**src/rtl/mac_pkg.sv**
```systemverilog
// Shared MAC stream types: arbiter state encoding and the common stream beat struct.
package mac_pkg;

  localparam int unsigned MacDataW = 8;

  typedef enum logic [1:0] {
    S_IDLE   = 2'd0,
    S_PACKET = 2'd1,
    S_IFG    = 2'd2
  } state_t;

  typedef struct packed {
    logic                startofpacket;
    logic                endofpacket;
    logic                valid;
    logic                error;
    logic [MacDataW-1:0] data;
  } stream_beat_t;

endpackage

```
**src/rtl/rr_arbiter.sv**
```systemverilog
// Combinational round-robin picker: first set request searching upward from rr_ptr_i+1 with wrap.
module rr_arbiter #(
  parameter int unsigned NumReq = 4,
  parameter int unsigned IdxW   = (NumReq > 1) ? $clog2(NumReq) : 1
) (
  input  logic [NumReq-1:0] req_i,
  input  logic [IdxW-1:0]   rr_ptr_i,
  output logic [NumReq-1:0] gnt_o,
  output logic [IdxW-1:0]   gnt_idx_o,
  output logic              any_req_o
);

  logic            found;
  logic [IdxW-1:0] cand;

  always_comb begin
    gnt_o     = '0;
    gnt_idx_o = '0;
    found     = 1'b0;
    cand      = '0;
    for (int unsigned off = 1; off <= NumReq; off++) begin
      cand = IdxW'((32'(rr_ptr_i) + off) % NumReq);
      if (!found && req_i[cand]) begin
        found            = 1'b1;
        gnt_o[cand]      = 1'b1;
        gnt_idx_o        = cand;
      end
    end
  end

  assign any_req_o = |req_i;

endmodule

```
**src/rtl/mac_tx_arbiter.sv**
```systemverilog
// Frame-granular round-robin scheduler onto the MAC transmit stream with inter-frame gap.
// Optional build macro MAC_TX_ARB_PRIO0_EN makes requester 0 strict high priority.
module mac_tx_arbiter
  import mac_pkg::*;
#(
  parameter int unsigned DATA_WIDTH = 8,
  parameter int unsigned NUM_REQ    = 4,
  parameter int unsigned IFG_CYCLES = 12
) (
  input  logic                       mac_clk,
  input  logic                       mac_rst_n,
  input  logic [NUM_REQ-1:0]         req_startofpacket,
  input  logic [NUM_REQ-1:0]         req_endofpacket,
  input  logic [NUM_REQ-1:0]         req_valid,
  input  logic [NUM_REQ-1:0]         req_error,
  input  logic [DATA_WIDTH-1:0]      req_data [NUM_REQ],
  output logic [NUM_REQ-1:0]         req_ready,
  output logic                       tx_startofpacket,
  output logic                       tx_endofpacket,
  output logic                       tx_valid,
  output logic                       tx_error,
  output logic [DATA_WIDTH-1:0]      tx_data,
  input  logic                       tx_ready,
  output logic [$clog2(NUM_REQ)-1:0] grant_idx,
  output logic                       grant_active,
  output logic                       drop_pulse
);

  localparam int unsigned IdxW = $clog2(NUM_REQ);
  localparam int unsigned CntW = (IFG_CYCLES > 0) ? $clog2(IFG_CYCLES + 1) : 1;
  localparam logic [CntW-1:0] IfgLast = CntW'((IFG_CYCLES > 0) ? IFG_CYCLES - 1 : 0);

  state_t            state_q, state_d;
  logic [IdxW-1:0]   grant_idx_q, grant_idx_d;
  logic [IdxW-1:0]   rr_ptr_q, rr_ptr_d;
  logic [CntW-1:0]   ifg_cnt_q, ifg_cnt_d;

  logic [NUM_REQ-1:0] eligible;
  logic [NUM_REQ-1:0] orphan;
  logic [NUM_REQ-1:0] arb_req;
  logic [NUM_REQ-1:0] arb_gnt;
  logic [IdxW-1:0]    arb_idx;
  logic               arb_any;

  assign eligible = req_valid & req_startofpacket;
  assign orphan   = req_valid & ~req_startofpacket;

`ifdef MAC_TX_ARB_PRIO0_EN
  // Requester 0 bypasses the rotation, so keep it out of the round-robin pool.
  assign arb_req = eligible & {{(NUM_REQ-1){1'b1}}, 1'b0};
`else
  assign arb_req = eligible;
`endif

  rr_arbiter #(
    .NumReq (NUM_REQ),
    .IdxW   (IdxW)
  ) u_rr_arbiter (
    .req_i     (arb_req),
    .rr_ptr_i  (rr_ptr_q),
    .gnt_o     (arb_gnt),
    .gnt_idx_o (arb_idx),
    .any_req_o (arb_any)
  );

  // Data path: zero-latency mux of the granted requester; orphans flushed outside a frame.
  always_comb begin
    tx_startofpacket = 1'b0;
    tx_endofpacket   = 1'b0;
    tx_valid         = 1'b0;
    tx_error         = 1'b0;
    tx_data          = '0;
    req_ready        = '0;
    drop_pulse       = 1'b0;
    case (state_q)
      S_PACKET: begin
        tx_startofpacket       = req_startofpacket[grant_idx_q];
        tx_endofpacket         = req_endofpacket[grant_idx_q];
        tx_valid               = req_valid[grant_idx_q];
        tx_error               = req_error[grant_idx_q];
        tx_data                = req_data[grant_idx_q];
        req_ready[grant_idx_q] = tx_ready;
      end
      default: begin
        req_ready  = orphan;
        drop_pulse = |orphan;
      end
    endcase
    // State resets asynchronously; these two also depend on live inputs, so gate them too.
    if (!mac_rst_n) begin
      req_ready  = '0;
      drop_pulse = 1'b0;
    end
  end

  always_comb begin
    state_d     = state_q;
    grant_idx_d = grant_idx_q;
    rr_ptr_d    = rr_ptr_q;
    ifg_cnt_d   = ifg_cnt_q;
    case (state_q)
      S_IDLE: begin
`ifdef MAC_TX_ARB_PRIO0_EN
        if (eligible[0]) begin
          grant_idx_d = '0;
          state_d     = S_PACKET;
        end else if (arb_any) begin
          grant_idx_d = arb_idx;
          rr_ptr_d    = arb_idx;
          state_d     = S_PACKET;
        end
`else
        if (arb_any) begin
          grant_idx_d = arb_idx;
          rr_ptr_d    = arb_idx;
          state_d     = S_PACKET;
        end
`endif
      end
      S_PACKET: begin
        if (tx_valid && tx_ready && tx_endofpacket) begin
          ifg_cnt_d = '0;
          state_d   = (IFG_CYCLES == 0) ? S_IDLE : S_IFG;
        end
      end
      S_IFG: begin
        if (ifg_cnt_q == IfgLast) begin
          ifg_cnt_d = '0;
          state_d   = S_IDLE;
        end else begin
          ifg_cnt_d = ifg_cnt_q + 1'b1;
        end
      end
      default: state_d = S_IDLE;
    endcase
  end

  always_ff @(posedge mac_clk or negedge mac_rst_n) begin
    if (!mac_rst_n) begin
      state_q     <= S_IDLE;
      grant_idx_q <= '0;
      rr_ptr_q    <= IdxW'(NUM_REQ - 1);
      ifg_cnt_q   <= '0;
    end else begin
      state_q     <= state_d;
      grant_idx_q <= grant_idx_d;
      rr_ptr_q    <= rr_ptr_d;
      ifg_cnt_q   <= ifg_cnt_d;
    end
  end

  assign grant_idx    = grant_idx_q;
  assign grant_active = (state_q == S_PACKET);

  a_gnt_onehot: assert property (@(posedge mac_clk) disable iff (!mac_rst_n)
    arb_any |-> $onehot(arb_gnt));

endmodule

```
**config.mk**
```make
export PLATFORM = sky130hd
export DESIGN_NAME = mac_tx_arbiter
export DESIGN_NICKNAME = d
export VERILOG_FILES = /design/src/rtl/mac_pkg.sv /design/src/rtl/rr_arbiter.sv /design/src/rtl/mac_tx_arbiter.sv
export SDC_FILE = /design/constraint.sdc
export NUM_CORES = 1
export LEC_CHECK = 0
export BUFFER_PORTS_ARGS = -buffer_cell sky130_fd_sc_hd__buf_2
export CAP_MARGIN = 20
export CELL_PAD_IN_SITES_DETAIL_PLACEMENT = 0
export CELL_PAD_IN_SITES_GLOBAL_PLACEMENT = 1
export CORE_UTILIZATION = 30
export DETAILED_ROUTE_END_ITERATION = 8
export PLACE_DENSITY_LB_ADDON = 0.1
export SLEW_MARGIN = 20
export SYNTH_ARGS = -nofsm -noshare
export SYNTH_HDL_FRONTEND = slang
export SYNTH_SLANG_ARGS = --single-unit
export TNS_END_PERCENT = 50
```
**constraint.sdc**
```tcl
create_clock -name mac_clk -period 1.75 [get_ports mac_clk]
set_input_delay 0.175 -clock mac_clk [delete_from_list [all_inputs] [get_ports mac_clk]]
set_output_delay 0.175 -clock mac_clk [all_outputs]
set_load 0.02 [all_outputs]
```
* Yosys cells after proc, flatten, opt, wreduce, memory -nomap -nowiden *
Index checks and enable logic that the tools add are counted.

cells by class
  add/subtract/negate cells = 5
  muxes and demuxes = 44
  reductions and logical operators = 16
  bitwise gates (word level) = 5
  magnitude comparators = 7
  eq/ne operators = 6

operators by type and width
  kind                 count
  $mux 8               3
  $mux 1               18
  $bmux 1 s2           8
  $bmux 8 s2           1
  $mux 4               4
  $lt 2x3->1 const B   5
  $mux 2               7
  $and 4x4->4          3
  $pmux 4 s2           1
  $reduce_or 4->1      2
  $logic_and 1x1->1    6
  $pmux 2 s3           1
  $add 2x1->2 const B  2
  $add 2x2->2 const B  2
  $add 4x1->4 const B  1
  $eq 4x4->1 const B   1
  $ne 2x2->1 const B   2
  $not 4->4            1
  $reduce_and 2->1     2
  $ge 3x3->1 const B   1
  $logic_not 1->1      3
  $not 2->3            1
  $reduce_and 3->1     1
  $demux 1 s2          1
  other kinds (6)      6

storage, ports and cells
  output and inout bits = 20
  flip-flop bits (word level) = 10
  word-level logic and storage cells = 87
  input port bits = 51

* Logic depth before layout (Yosys ltp) *
Gate-level depths: netlist of the first run.

  depth in word-level cells = 13
  mapped depth = 5
  mapped depth without buffers = 5

* Cells and area by module *
From an unflattened synthesis of the first run, not the netlist that was laid out.

second synthesis, totals
  cell total of the unflattened synthesis = 167
  area, all modules = 1536.5 um^2

modules (own cells, without submodules)
  module          cells an instance  area each (um^2)  seq. area each (um^2)  instances
  mac_tx_arbiter  97                 996.0             252.7                  1
  rr_arbiter      70                 540.5             0.0                    1

* Worst setup path after synthesis of the first run *
OpenSTA, ideal clock, no wires.

  path type = register -> output
  start = reg grant_idx_q[0] (netlist: grant_idx[0])
  end = out tx_data[0]
  arrival = 1.532 ns
  cell stages (with the launch flop) = 5
  data required time = 1.575 ns
  path buffers = 2
  path slack = 0.043 ns
  cell sequence = dfrtp_1 buf_4 buf_6 mux4_2 and2_1

between the ends
  cells in the longest elaborated chain, start to end = 5

ends and longest elaborated chain
  element                                    line                   RTL
  from (decl)                                mac_tx_arbiter.sv:34   logic [IdxW-1:0] grant_idx_q, grant_idx_d;
  from (signal assigned)                     mac_tx_arbiter.sv:146  grant_idx_q <= grant_idx_d;
  $not 2->3 (implied by the code)            mac_tx_arbiter.sv:81   tx_data = req_data[grant_idx_q];
  $bmux 8 s2                                 mac_tx_arbiter.sv:81
  $mux 8 (implied by the code) (2 in a row)  mac_tx_arbiter.sv:81
  $mux 8                                     mac_tx_arbiter.sv:75   case (state_q)
  to (decl)                                  mac_tx_arbiter.sv:22   output logic [DATA_WIDTH-1:0] tx_data,

Every way passes these cells. The select of a mux whose other input is x is not followed.

* Worst setup path after layout of the first run *
Same ends and word-level chain as after synthesis.

==> flow_summary.json, run 1 <==
{
  "grt_pass1_wl_um": 5600,
  "tightest_slew_ps": 378,
  "clkPwrFrac_pct": 8.8,
  "synth_common_cells": "12 x and2_1, 11 x nand2_1, 10 x mux4_2, 9 x nand2b_1, 8 x dfrtp_1",
  "finalCritPeriodShare_pct": 100,
  "cp_max_fo": 5,
  "final_max_slew_viol_count": 0,
  "worst_path_max_delay_cell": "mux4_2",
  "final_nets": 255,
  "avgViaCountPerCell": 5.10,
  "setup.worst_path.class": "reg -> out",
  "finalHoldViolCount": 0,
  "drt-pass1-iter-count": 2,
  "violations": "negative setup slack",
  "core_area_um2": 3720,
  "place_hpwl_um": 2630,
  "gp_congestion": 0.771,
  "yosysTopAreaCellShare_pct": 19.2,
  "cts.sinks": 10,
  "synth_edf_count": 0,
  "fp.dieW_um": 64.5,
  "yosysUniqueCellTypes": 45,
  "syn-num-nets": 176,
  "p_leak_nw": 0.866,
  "synth_seq_area_share_pct": 21.6,
  "slew_headroom_pct": 74.8,
  "cts-root-buf": "clkbuf_8",
  "max_freq_mhz": 571,
  "fin_cells": 250,
  "cts_tree": "built",
  "power_density_nw_per_um2": 1760,
  "die_y_um": 64.5,
  "worst_setup_path_end_kind": "output port",
  "drt_iter0_drc": 26,
  "postSynthAreaPerCell_um2": 9.44,
  "rsz0062_at_grt": "yes",
  "dpl.cell_count": 241,
  "start_kind": "flop",
  "worst_slack_ps": -2.79,
  "ys_async_sr_fraction_pct": 100,
  "finalSetupViolCount": 1,
  "die_area_um2": 4160,
  "power_switching_mw": 1.32,
  "vdd_ir_drop_max_mv": 0.812,
  "num_io_pins": 71,
  "synth_ff_type": "dfrtp_1",
  "crit_chain": "clkbuf_16 > mux4_2 > and2_4 > buf_6",
  "num_vias": 1274,
  "power_frac_seq_pct": 17.9,
  "status": "finished with violations",
  "clockBufferDepth": 2,
  "ys_ff_latch": 10,
  "final_core_util_pct": 48.8,
  "postLayoutCellArea_um2": 1810,
  "p_sw_share_pct": 41.3,
  "slowest_delay_ps": 490,
  "ys_top_cells_by_area": "mux4_2 19%, dfrtp_1 17%, and2_1 6.4%",
  "p_comb_share_pct": 73.3,
  "arrival_ps": 1580,
  "period_needed_ps": 1750,
  "synth_area_um2": 1170,
  "globalRouteTotalUtil_pct": 16.8,
  "yosysMostFrequentCell": "and2_1",
  "final_antenna_net_count": 0,
  "grt_overflow_total": 0,
  "antennaDiodeCount": 0,
  "cts_buffers": 3,
  "grt_antenna_before_repair": 0,
  "clkTransAtPathRegs_ps": 50,
  "routed_wl_um": 3410,
  "ys_warn_count": 0,
  "hp-class": "in -> reg",
  "path_delay_family": "multiplexers",
  "start_util_pct": 31.5,
  "fp-row-count": 22,
  "grt_max_degree": 20,
  "drc": 0,
  "crit_buf_inv": 2,
  "nFillCells": 370,
  "drive_gt1_share_pct": 59.9,
  "numPortBuffers": 70,
  "grt_pass1_vias": 1259,
  "syn2layout_area_growth_pct": 54.9,
  "worstPathRequired_ps": 1570,
  "intPower_mw": 1.87,
  "clock_latency_ps": 230,
  "yosysTopAreaCell": "mux4_2",
  "syn_inst": 124,
  "wl_per_cell_um": 13.6,
  "finClkSkew_ps": 0.382,
  "maxCapViolations": 0,
  "place_area_um2": 1600,
  "power.total_mw": 3.19,
  "cts_max_level": 1
}
## layout make-up
cell class              count  area, um2  area share, %
clock buffers               4       55.1           3.03
inverters                   5       18.8           1.03
multi-input cells         103        900           49.6
flip-flops and latches     10        256           14.1
well taps                  48       60.1           3.31
repair buffers             80        524           28.9
## per-layer routing
| metal | GRT usage [%] | share of wire, % | vias to the layer above |
|---|---|---|---|
| li1 | - | - | 623 |
| met1 | 19.6 | 41 | 600 |
| met5 | 0 | 0 | - |
| met2 | 32.1 | 52 | 51 |
| met4 | 2.78 | 0 | 0 |
| met3 | 2.99 | 7.4 | 0 |
## worst reg2reg max path: stages, from the launching register on
cell and delay [ps]:
dfrtp_2 550, or3b_1 430, o22ai_2 120, and2_4 210
o21ai_0 90
## path summary, 6_finish.rpt
| check | start | end | slack [ps] | cells past startpoint |
|---|---|---|---|---|
| worst min-delay path | req_startofpacket[0] | rr_ptr_q[0]$_DFFE_PN1P_ | 410 | 4 |
| worst max-delay path | grant_idx[0]$_DFFE_PN0P_ | tx_data[0] | -3 | 4 |
| worst min register to register | rr_ptr_q[0]$_DFFE_PN1P_ | rr_ptr_q[0]$_DFFE_PN1P_ | 500 | 2 |
| min in group asynchronous | mac_rst_n | grant_idx[1]$_DFFE_PN0P_ | 500 | 3 |
| worst max register to register | grant_idx[1]$_DFFE_PN0P_ | ifg_cnt_q[2]$_DFFE_PN0P_ | 220 | 4 |
| max in group asynchronous | mac_rst_n | rr_ptr_q[0]$_DFFE_PN1P_ | 1040 | 3 |
## placed cells by master (no fill, tap or decap), types with 3 or more instances in the layout
master    instances
dfrtp_2           3
mux4_2           10
mux2i_1           3
nand2_1          11
nand2b_1          8
o21a_1            4
dfrtp_1           5
clkbuf_8          4
a21oi_1           5
nand3_1           3
nor2_1            6
o22ai_1           6
buf_6            11
buf_2            60
nor3_1            5
buf_4             6
inv_1             4
and2_4           11
## flip-flops by register name, indices dropped and copies added (netlist names)
register,count
rr_ptr_q,2
state_q,2
grant_idx,2
ifg_cnt_q,4
## through the flow
stage	hold WS, ps	setup TNS (ps)	worst slack, ps
6_report	411	-2.79	-2.79
3_5_place_dp	213	0	74.5
5_1_grt	438	-391	-64.9
3_3_place_gp	212	0	120
2_1_floorplan	-121	0	43.2
4_1_cts	419	-172	-30.2
## power groups by stage
stage / Clock (mW) / Combinational [mW] / Sequential, mW
after floorplan: 0 / 1.36 / 0.490
after global placement: 0 / 1.81 / 0.542
after detailed placement: 0 / 1.83 / 0.555
after CTS: 0.289 / 2.30 / 0.573
after global routing: 0.302 / 2.53 / 0.600
final: 0.281 / 2.34 / 0.571
## timing repair
| action | in CTS | in global routing |
|---|---|---|
| resized for setup | 32 | 6 |
| pin swaps | 9 | 1 |
| hold buffers | 1 | 0 |
| cloned | 1 | 0 |
| endpoints found under the hold margin | 8 | 0 |
| setup endpoints to repair | 15 | 15 |
| setup buffers | 3 | 0 |
## kinds of logic (layout without fill, tap and decap cells)
logic type | count (synthesis) | count (layout) | synth area share (%)
DFF | 10 | 10 | 21.6
buffers and inverters | 11 | 89 | 4.70
AOI/OAI and AO/OA | 26 | 26 | 19.1
xor gates and xnor gates | 1 | 1 | 0.748
muxes | 14 | 14 | 22.7
adders and majority gates | 1 | 1 | 1.07
and+or+nand+nor | 61 | 61 | 30.1
No activity file was read; power rests on OpenSTA's default activity.
==> run 2: changes to the inputs <==
Settings changed: HOLD_SLACK_MARGIN set to 0.12, PLACE_DENSITY set to 0.88, PLACE_DENSITY_LB_ADDON 0.1 to unset.
==> flow_summary.json, run 2 (synthesized netlist as in run 1, its figures left out) <==
{
  "status": "finished with violations",
  "violations": "negative setup slack",
  "drive_gt1_share_pct": 58.9,
  "die_area_um2": 4160,
  "tightest_slew_ps": 339,
  "reg2regPathDepth": 6,
  "mostFrequentLayoutCells": "60 x buf_2, 11 x and2_4, 11 x nand2_1, 11 x buf_6, 10 x mux4_2",
  "cts_buffers": 3,
  "crit_path_start": "grant_idx[0]$_DFFE_PN0P_",
  "grt_pass1_vias": 1117,
  "drt_iter0_drc": 35,
  "grt_pass1_wl_um": 4990,
  "worst_slack_ps": -25.2,
  "r2r_start": "grant_idx[0]$_DFFE_PN0P_",
  "vdd_ir_drop_max_mv": 0.423,
  "slew_headroom_pct": 77.3,
  "clkTransAtPathRegs_ps": 50,
  "start_kind": "flop",
  "crit_buf_inv": 2,
  "cts.sinks": 10,
  "antennaDiodeCount": 0,
  "avgViaCountPerCell": 5.09,
  "place_area_um2": 1600,
  "crit_end": "tx_data[7]",
  "clockBufferDepth": 2,
  "start_util_pct": 31.5,
  "layout_commonest_cell": "buf_2",
  "num_io_pins": 71,
  "globalRouteTotalUtil_pct": 15.4,
  "die_y_um": 64.5,
  "finalCritPeriodShare_pct": 101,
  "cts_max_level": 1,
  "core_area_um2": 3720,
  "cp_max_fo": 5,
  "postLayoutCellArea_um2": 1810,
  "final_max_slew_viol_count": 0,
  "top_register": "ifg_cnt_q",
  "num_vias": 1272,
  "p_leak_nw": 0.869,
  "period_needed_ps": 1780,
  "grt_overflow_total": 0,
  "slowest_delay_ps": 490,
  "worst_setup_path_end_kind": "output port",
  "finClkSkew_ps": 5.25,
  "reg2reg_setup_slack_ps": 250,
  "cts_tree": "built",
  "grt_max_degree": 16,
  "final_antenna_net_count": 0,
  "syn2layout_area_growth_pct": 54.5,
  "drc": 0,
  "cp.depth": 4,
  "routed_wl_um": 3430,
  "rsz0062_at_grt": "yes",
  "final_nets": 255,
  "finalSetupTns_ps": -73.0,
  "arrival_ps": 1600,
  "power.total_mw": 3.22,
  "finalHoldViolCount": 0,
  "setup.worst_path.class": "reg -> out",
  "path_delay_family": "multiplexers",
  "clock_latency_ps": 240,
  "wl_per_cell_um": 13.7,
  "max_freq_mhz": 563,
  "cts-root-buf": "clkbuf_8",
  "place_hpwl_um": 2610,
  "power_density_nw_per_um2": 1780,
  "nFillCells": 358,
  "maxCapViolations": 0,
  "grt_antenna_before_repair": 0,
  "gp_congestion": 0.802,
  "r2r_end": "ifg_cnt_q[0]$_DFFE_PN0P_",
  "numPortBuffers": 70,
  "drt-pass1-iter-count": 4,
  "largest_register_ffs": 4,
  "post-place-ws_ps": 222,
  "fp-row-count": 22,
  "crit_chain": "clkbuf_16 > mux4_2 > and2_4 > buf_6",
  "worst_path_max_delay_cell": "mux4_2",
  "fp.dieW_um": 64.5,
  "worstPathRequired_ps": 1570,
  "finalSetupViolCount": 5,
  "hp-class": "in -> async"
}
run 2: cell types whose count changed in the layout (fill, tap and decap cells not counted):
cell | previous run | this run
dfrtp_2 | 3 | 2
mux2i_1 | 3 | 4
mux2i_2 | 1 | 0
dfrtp_1 | 5 | 6
run 2: what timing repair did:
item / CTS / global route
gates cloned: 0 / 1
buffers inserted: 1 / 1
endpoints found under the setup margin: 10 / 12
endpoints found under the hold margin: 10 / 0
hold buffers: 1 / 0
pin swaps: 0 / 10
resized for setup: 0 / 34
run 2: layer usage:
metal / global-route usage, % / vias to the layer above / routed length (um)
li1: - / 626 / -
met1: 18.1 / 581 / 1430
met2: 27.0 / 57 / 1670
met3: 4.23 / 8 / 273
met4: 5.00 / 0 / 51
met5: 0 / - / 0
run 2: worst min-delay path by stage:
stage	from	slack (ps)	cells past startpoint	endpoint
finish	mac_rst_n	360	2	ifg_cnt_q[2]$_DFFE_PN0P_
global route	mac_rst_n	380	2	grant_idx[1]$_DFFE_PN0P_
CTS	mac_rst_n	370	2	state_q[0]$_DFFE_PN0P_
detailed placement	mac_rst_n	90	1	grant_idx[1]$_DFFE_PN0P_
global placement	mac_rst_n	80	1	grant_idx[1]$_DFFE_PN0P_
floorplan	mac_rst_n	-120	0	grant_idx[0]$_DFFE_PN0P_
run 2: final cells by class:
class                      count  area [um2]  area share [%]
multi-input combinational    103         896            49.5
inverter                       5        18.8            1.04
timing repair buffer          80         524            29.0
sequential                    10         255            14.1
tap                           48        60.1            3.32
clock buffer                   4        55.1            3.04
run 2: stage by stage:
step / util (%) / hold WS [ps] / cells
final: 48.7 / 365 / 250
after global routing: 48.7 / 379 / 250
after CTS: 45.1 / 373 / 248
after detailed placement: 43.1 / 91.0 / 242
after global placement: 43.1 / 84.9 / 242
after floorplan: - / -121 / 124
run 2: power breakdown:
part | leakage (nW) | internal [mW] | switching [mW]
clock network | 0.0288 | 0.198 | 0.0942
registers | 0.120 | 0.362 | 0.145
logic | 0.720 | 1.32 | 1.10
total | 0.869 | 1.88 | 1.34
run 2: worst reg2reg max path, cell delays in order (launching register included):
cell and delay (ps):
dfrtp_2 450, clkbuf_16 170, buf_4 140, mux2i_1 120, o22ai_2 190, and2_4 200
o22ai_1 100
